File: config.mk
export PLATFORM = sky130hd
export DESIGN_NAME = ste_snd_dma_ctrl
export DESIGN_NICKNAME = d
export VERILOG_FILES = /design/src/rtl/gstmcu_pkg.sv /design/src/rtl/ste_snd_dma_ctrl.sv
export SDC_FILE = /design/constraint.sdc
export NUM_CORES = 1
export LEC_CHECK = 0
export BUFFER_PORTS_ARGS = -buffer_cell sky130_fd_sc_hd__buf_4
export CAP_MARGIN = 25
export CELL_PAD_IN_SITES_DETAIL_PLACEMENT = 0
export CELL_PAD_IN_SITES_GLOBAL_PLACEMENT = 1
export CORE_AREA = 2 2 171 173
export CTS_BUF_LIST = sky130_fd_sc_hd__clkbuf_4 sky130_fd_sc_hd__clkbuf_8
export DETAILED_ROUTE_END_ITERATION = 7
export DIE_AREA = 0 0 173 175
export PLACE_DENSITY_LB_ADDON = 0.15
export REMOVE_ABC_BUFFERS = 1
export SKIP_CTS_REPAIR_TIMING = 1
export SYNTH_ARGS = -nofsm -noshare
export SYNTH_HDL_FRONTEND = slang
export SYNTH_SLANG_ARGS = --single-unit
File: constraint.sdc
create_clock -name clk32 -period 7.7 [get_ports clk32]
set_input_delay 0.77 -clock clk32 [delete_from_list [all_inputs] [get_ports clk32]]
set_output_delay 0.77 -clock clk32 [all_outputs]
set_load 0.01 [all_outputs]
File: src/rtl/gstmcu_pkg.sv
// Shared definitions for the GSTMCU sound DMA block: register indices and FSM states.
package gstmcu_pkg;

  localparam logic [5:0] RegCtrl     = 6'h00;
  localparam logic [5:0] RegStartHi  = 6'h01;
  localparam logic [5:0] RegStartMid = 6'h02;
  localparam logic [5:0] RegStartLo  = 6'h03;
  localparam logic [5:0] RegCurHi    = 6'h04;
  localparam logic [5:0] RegCurMid   = 6'h05;
  localparam logic [5:0] RegCurLo    = 6'h06;
  localparam logic [5:0] RegEndHi    = 6'h07;
  localparam logic [5:0] RegEndMid   = 6'h08;
  localparam logic [5:0] RegEndLo    = 6'h09;

  typedef enum logic [2:0] {
    StIdle,
    StReq,
    StLd1,
    StLd2,
    StAdv
  } snd_state_e;

endpackage

File: src/rtl/ste_snd_dma_ctrl.sv
// STE sound DMA controller: CPU register window, frame address sequencing and the
// request / load-strobe / advance fetch cycle towards the MCU arbiter and shifter.
module ste_snd_dma_ctrl
  import gstmcu_pkg::*;
(
  input  logic        clk32,
  input  logic        reset,
  input  logic        CS,
  input  logic        RW,
  input  logic [6:1]  A,
  input  logic [15:0] DIN,
  output logic [15:0] DOUT,
  input  logic        sreq,
  input  logic        dma_ack,
  output logic        dma_req,
  output logic [23:1] addr,
  output logic        SLOAD_N,
  output logic        sint
);

  snd_state_e  state_q, state_d;
  logic        en_q, en_d;
  logic        loop_q, loop_d;
  logic        empty_q, empty_d;
  logic [22:0] start_q, start_d;
  logic [22:0] end_q, end_d;
  logic [22:0] act_end_q, act_end_d;
  logic [22:0] addr_q, addr_d;

  logic        wr, ctrl_wr, en_rise, frame_end;
  logic [22:0] addr_inc;
  logic [7:0]  rd_byte;
  logic        unused_din;

  assign unused_din = ^DIN[15:8];

  assign wr       = CS && !RW;
  assign ctrl_wr  = wr && (A == RegCtrl);
  assign en_rise  = ctrl_wr && DIN[0] && !en_q;
  assign addr_inc = addr_q + 23'd1;
  // A frame end only counts while enabled; a CPU clear landing in ADV also suppresses it.
  assign frame_end = (state_q == StAdv) && (addr_inc == act_end_q) && en_q &&
                     !(ctrl_wr && !DIN[0]);

  always_comb begin
    state_d   = state_q;
    en_d      = en_q;
    loop_d    = loop_q;
    empty_d   = 1'b0;
    start_d   = start_q;
    end_d     = end_q;
    act_end_d = act_end_q;
    addr_d    = addr_q;

    case (state_q)
      StIdle: if (en_q && sreq) state_d = StReq;
      StReq:  if (dma_ack) state_d = StLd1;
      StLd1:  state_d = StLd2;
      StLd2:  state_d = StAdv;
      StAdv: begin
        state_d = StIdle;
        addr_d  = addr_inc;
        if (frame_end) begin
          if (loop_q) begin
            addr_d    = start_q;
            act_end_d = end_q;
          end else begin
            en_d = 1'b0;
          end
        end
      end
      default: state_d = StIdle;
    endcase

    // CPU writes are applied last so they take priority over the FSM's en clear.
    if (wr) begin
      case (A)
        RegCtrl: begin
          en_d   = DIN[0];
          loop_d = DIN[1];
          if (en_rise) begin
            addr_d    = start_q;
            act_end_d = end_q;
            if (start_q >= end_q) begin
              en_d    = 1'b0;
              empty_d = 1'b1;
            end
          end
        end
        RegStartHi:  start_d[22:15] = DIN[7:0];
        RegStartMid: start_d[14:7]  = DIN[7:0];
        RegStartLo:  start_d[6:0]   = DIN[7:1];
        RegEndHi:    end_d[22:15]   = DIN[7:0];
        RegEndMid:   end_d[14:7]    = DIN[7:0];
        RegEndLo:    end_d[6:0]     = DIN[7:1];
        default: ;
      endcase
    end
  end

  always_ff @(posedge clk32) begin
    if (reset) begin
      state_q   <= StIdle;
      en_q      <= 1'b0;
      loop_q    <= 1'b0;
      empty_q   <= 1'b0;
      start_q   <= '0;
      end_q     <= '0;
      act_end_q <= '0;
      addr_q    <= '0;
    end else begin
      state_q   <= state_d;
      en_q      <= en_d;
      loop_q    <= loop_d;
      empty_q   <= empty_d;
      start_q   <= start_d;
      end_q     <= end_d;
      act_end_q <= act_end_d;
      addr_q    <= addr_d;
    end
  end

  always_comb begin
    rd_byte = 8'h00;
    case (A)
      RegCtrl:     rd_byte = {6'b0, loop_q, en_q};
      RegStartHi:  rd_byte = start_q[22:15];
      RegStartMid: rd_byte = start_q[14:7];
      RegStartLo:  rd_byte = {start_q[6:0], 1'b0};
      RegCurHi:    rd_byte = addr_q[22:15];
      RegCurMid:   rd_byte = addr_q[14:7];
      RegCurLo:    rd_byte = {addr_q[6:0], 1'b0};
      RegEndHi:    rd_byte = end_q[22:15];
      RegEndMid:   rd_byte = end_q[14:7];
      RegEndLo:    rd_byte = {end_q[6:0], 1'b0};
      default:     rd_byte = 8'h00;
    endcase
  end

  assign DOUT    = (CS && RW) ? {8'h00, rd_byte} : 16'h0000;
  assign addr    = addr_q;
  // Outputs are forced inactive during reset so they are clean before the first edge.
  assign dma_req = !reset && (state_q == StReq);
  assign SLOAD_N = reset || !((state_q == StLd1) || (state_q == StLd2));
  assign sint    = !reset && (frame_end || empty_q);

endmodule

Yosys cells after proc, flatten, opt, wreduce, memory -nomap -nowiden
Index checks and enable logic that the tools add are counted.
- register bits after elaboration: 98
- input bits: 28
- output and inout port bits: 42
- logic and storage cells: 90
- add/subtract/negate cells: 1
- magnitude comparators: 1
- eq/ne operators: 16
- multiplexer cells: 25
- bitwise operators: 3
- reductions and logical operators: 32
- operator list (cell ; count):
    23-bit two-way mux ; 12
    8-bit case mux with 10 select lines ; 1
    6-bit by 3-bit == test with 1-bit output (second input constant) ; 4
    23-bit by 1-bit adder with 23-bit output (second input constant) ; 1
    23-bit == test ; 1
    23-bit >= comparator ; 1
    2-bit AND reduction ; 8
    6-bit by 2-bit == test with 1-bit output (second input constant) ; 2
    6-bit by 4-bit == test with 1-bit output (second input constant) ; 2
    1-bit logical AND ; 12
    3-bit case mux with 4 select lines ; 1
    1-bit two-way mux ; 8
    8-bit two-way mux ; 1
    3-bit by 2-bit == test with 1-bit output (second input constant) ; 2
    6-bit by 1-bit == test with 1-bit output (second input constant) ; 1
    1-bit logical NOT ; 6
    6-bit logical NOT ; 1
    3-bit two-way mux ; 2
    2-bit inequality test (second input constant) ; 2
    4-bit OR reduction ; 1
    3-bit by 1-bit == test with 1-bit output (second input constant) ; 1
    3-bit == test (second input constant) ; 1
    3-bit logical NOT ; 1
    1-bit logical OR ; 3
    1-bit NOT ; 3

Depth between registers and ports, before layout
- word-level depth: 11
- gate-level depth with buffers: 15
- gate-level depth less buffers: 11

Worst setup path before layout
Ideal clock, no wire load.
- path kind: register -> register
- from: register addr_q[0], in the netlist addr[1]
- to: register act_end_q[10]
- arrival: 3.335 ns
- data required time: 7.572 ns
- path slack: 4.237 ns
- stages on the path, launching flop included: 14
- buffers on the path: 3
- clock period less this slack: 3.463 ns
- path through: dfxtp_1 ha_1 nand4_2 nor4_1 mux2_2 or4_1 nor4_1 nand4_1 and2_1 buf_6 buf_6 buf_6 a21oi_1 nor2_1
- cells in the longest elaborated chain, start to end: 10
- RTL lines (item ; line ; RTL):
    start: declaration ; ste_snd_dma_ctrl.sv:28 ; logic [22:0] addr_q, addr_d;
    start signal: assignment ; ste_snd_dma_ctrl.sv:119 ; addr_q <= addr_d;
    23-bit by 1-bit adder with 23-bit output (*) ; ste_snd_dma_ctrl.sv:40 ; assign addr_inc = addr_q + 23'd1;
    23-bit == test (*) ; ste_snd_dma_ctrl.sv:42 ; assign frame_end = (state_q == StAdv) && (addr_inc == act_end_q) && en_q &&
    1-bit logical AND (*) (3 in a row) ; ste_snd_dma_ctrl.sv:42 ;
    23-bit two-way mux (*) ; ste_snd_dma_ctrl.sv:63 ; if (frame_end) begin
    23-bit two-way mux (*) ; ste_snd_dma_ctrl.sv:55 ; case (state_q)
    23-bit two-way mux ; ste_snd_dma_ctrl.sv:81 ; if (en_rise) begin
    23-bit two-way mux ; ste_snd_dma_ctrl.sv:77 ; case (A)
    23-bit two-way mux (*) ; ste_snd_dma_ctrl.sv:76 ; if (wr) begin
    end signal: assignment ; ste_snd_dma_ctrl.sv:118 ; act_end_q <= act_end_d;
    end: declaration ; ste_snd_dma_ctrl.sv:27 ; logic [22:0] act_end_q, act_end_d;
Every way passes the cells marked *; elsewhere a longest branch is shown, timed or not.
A chain may end at the register's enable or synchronous reset.

Worst setup path in the final report
- from: register addr_q[7], in the netlist addr[8]
- to: output port sint
- cells in the longest elaborated chain, start to end: 7
- RTL lines (item ; line ; RTL):
    23-bit by 1-bit adder with 23-bit output ; ste_snd_dma_ctrl.sv:40 ;
    23-bit == test ; ste_snd_dma_ctrl.sv:42 ;
    1-bit logical AND (3 in a row) ; ste_snd_dma_ctrl.sv:42 ;
    1-bit logical OR ; ste_snd_dma_ctrl.sv:145 ; assign sint = !reset && (frame_end || empty_q);
    1-bit logical AND ; ste_snd_dma_ctrl.sv:145 ;
    end: declaration ; ste_snd_dma_ctrl.sv:18 ; output logic sint
Every way passes these cells.

==> metrics.cfg <==
[run_status]
run_status=completed

[die]
coreArea_sq_um=28400
dieWidth_microns=173
num_rows=62
die_y_microns=175
dieArea_sq_um=30300
io_pins=70
initial_core_util_pct=22.9

[cts]
htreeDepth=3
insertion_delay_ps=390
clkSlewWorstSetupHoldPaths_ps=100
max-clock-path-buffers=2
clock_sinks=98
cts_root_buf=clkbuf_8
cts_inserted_buffers=9
cts_tree=yes

[critical_path]
cp_cell_sequence=nand4_1, nor4_4, a21oi_1, nand4b_1, a2111oi_0, nand4_1, a21oi_1, buf_4
cp-end-kind=primary output
cp_slowest_cell=nor4_4
startpoint_type=flip-flop
startpoint=addr[8]
rr_startpoint=addr[1]
cp.arrival_ps=3980
crit_path_max_fanout=11
setup.worst_path.class=reg -> out
max_stage_delay_ps=750
cp_data_required_time_ps=6930
cpLargestDelayFamily=simple AND/OR/NAND/NOR gates
worst-path-buf-inv=1

[synth]
synth_commonest_cells=112 x nor2_1, 98 x dfxtp_1, 81 x a21oi_1, 54 x nand2_1, 48 x clkbuf_1
synth.distinct_cells=62
yosys.area_share.simple_pct=23.3
synth_most_common_cell=nor2_1
seq_area_frac_synth_pct=30.2
synth_fa_ha_area_share_pct=4.63
synth-edff-count=0
avgSynthCellArea_sq_um=7.93
yosys.area.top_type=dfxtp_1
synth_top_family_by_area=simple AND/OR/NAND/NOR gates
synthTopCellsByArea=dfxtp_1 30%, nor2_1 6.5%, a21oi_1 6.2%
synth_ff_type=dfxtp_1
synth-xor-area-share_pct=4.99
syn_inst=818
synth_seq_cells=98
ys_async_sr_fraction_pct=0
yosysTopAreaCellShare_pct=30.2
yosysWarnings=0
synth_mux_area_share_pct=10.2
synth_area_sq_um=6490
synth_compound_area_share_pct=19.4

[power]
finalPower_mw=0.929
p_int_mw=0.682
power_frac_clock_pct=38.0
p_leak_nw=2.74
power_density_nw_per_um2=127
ir_drop_mv=0.0637
comb_power_share_pct=6.6
p_sw_share_pct=26.6
p_sw_mw=0.247
seqPwrFrac_pct=55.4

[layout]
stdcell_area_sq_um=7330
area_delta_synth_final_pct=13.0
finalNetCount=879
drive_gt1_share_pct=13.8
final_cells=1215
antennaDiodeCount=0
fill_cells=3203

[timing]
period_needed_ps=4750
fin_crit_sh_pct=61.7
whs_ps=478
worst_pin_slew_ps=737
finalSetupTns_ps=0
hold_viol=0
relSlewSlack_pct=50.9
fmax_ghz=0.210
finalSetupViolations=0
fin_worst_skew_ps=18.9
drv_slew=0
rsz0062_at_grt=false

[drt]
drc=0
vias_per_cell=4.93
via_count=5988
wirelength_mm=26.2
antenna_left=0
dr.pass1.iters=5
drtIter0Drc=390
wl_per_cell_microns=21.5

[min_path]
hold_class=reg -> reg
hold_path_startpoint=end_q[9]

[grt]
overflow=0
grt_pass1_wl_mm=39.0
grt_usage_pct=17.1
antenna_found_initial=0
grt_pass1_vias=5725
grt_max_degree=57

[job]
max-cap-violations=0

[placement]
place_inst=1200
routabilityCongestion=0.796
place_area_sq_um=7140
io_buffers=53
post-dp-hpwl_mm=19.4

-- stage by stage --
stage / utilization [%] / setup slack [ps]
global route: 25.8 / 2690
global placement: 25.1 / 2390
detailed placement: 25.2 / 3110
floorplan: - / 2390
CTS: 25.8 / 2930
finish: 25.8 / 2950
-- path summary, 6_finish.rpt --
kind | slack (ps) | to | cells after the start
setup / recovery | 2950 | sint | 8
hold / removal | 480 | end_q[9] | 2
setup reg to reg | 3090 | addr[1] | 12
hold reg to reg | 480 | end_q[9] | 2
-- worst register-to-register path, delay by kind of cell, from the launching register on --
kind | cells | cell delay, ps
flip-flops | 1 | 580
buffers and inverters | 2 | 650
adder cells (fa/ha/maj) | 1 | 360
AND/OR/NAND/NOR | 6 | 2150
AO/OA/AOI/OAI | 2 | 360
multiplexers | 1 | 400
-- routing by layer --
layer,vias up,part of all wire [%],track usage (%)
li1,2947,-,-
met1,2912,52,25.2
met2,114,44,26.8
met3,15,2.6,1.65
met4,0,1.2,4.03
met5,-,0,0
-- cell families after synthesis --
| kind of cell | count (synthesis) |
|---|---|
| buf+inv | 105 |
| fa+ha+maj | 24 |
| compound gates | 189 |
| mux | 55 |
| simple gates | 309 |
| xor+xnor | 37 |
| other cells | 1 |
| flops | 98 |
-- cell usage in the layout (no fill, tap or decap), types with 8 or more instances in the layout --
| master | instances |
|---|---|
| and4_1 | 8 |
| o21ai_0 | 24 |
| xnor2_1 | 13 |
| nor4_1 | 10 |
| a211oi_2 | 10 |
| mux4_2 | 8 |
| nand3_1 | 40 |
| conb_1 | 8 |
| nor2b_1 | 15 |
| buf_4 | 63 |
| inv_1 | 33 |
| xor2_1 | 24 |
| nor3_1 | 14 |
| dfxtp_1 | 98 |
| mux2i_1 | 40 |
| nor2_1 | 112 |
| ha_1 | 24 |
| a31oi_1 | 8 |
| nand4_1 | 19 |
| nand2_1 | 54 |
| and3_1 | 12 |
| a22oi_1 | 15 |
| a21oi_1 | 81 |
| clkbuf_8 | 9 |
-- area by class of cell --
cell class	count	area, sq um	area share, %
clock buffers	10	131	1.79
clock inverters	5	56.3	0.768
inverters	33	124	1.69
multi-input cells	622	4110	56.0
flip-flops and latches	98	1960	26.8
well taps	384	480	6.55
repair buffers	63	473	6.45
-- power by group through the flow --
stage,Sequential (mW),Clock (mW),Combinational [mW]
6_report,0.515,0.353,0.0614
5_1_grt,0.516,0.385,0.0673
4_1_cts,0.515,0.367,0.0625
3_5_place_dp,0.527,0,0.0623
3_3_place_gp,0.527,0,0.0623
2_1_floorplan,0.524,0,0.0220
-- state kept, by name, indices dropped and copies added, names as in the netlist --
name	cells
act_end_q	23
end_q	23
en_q	1
start_q	23
loop_q	1
state_q	3
empty_q	1
addr	23
Note: power is estimated with default switching activity, not from simulation.
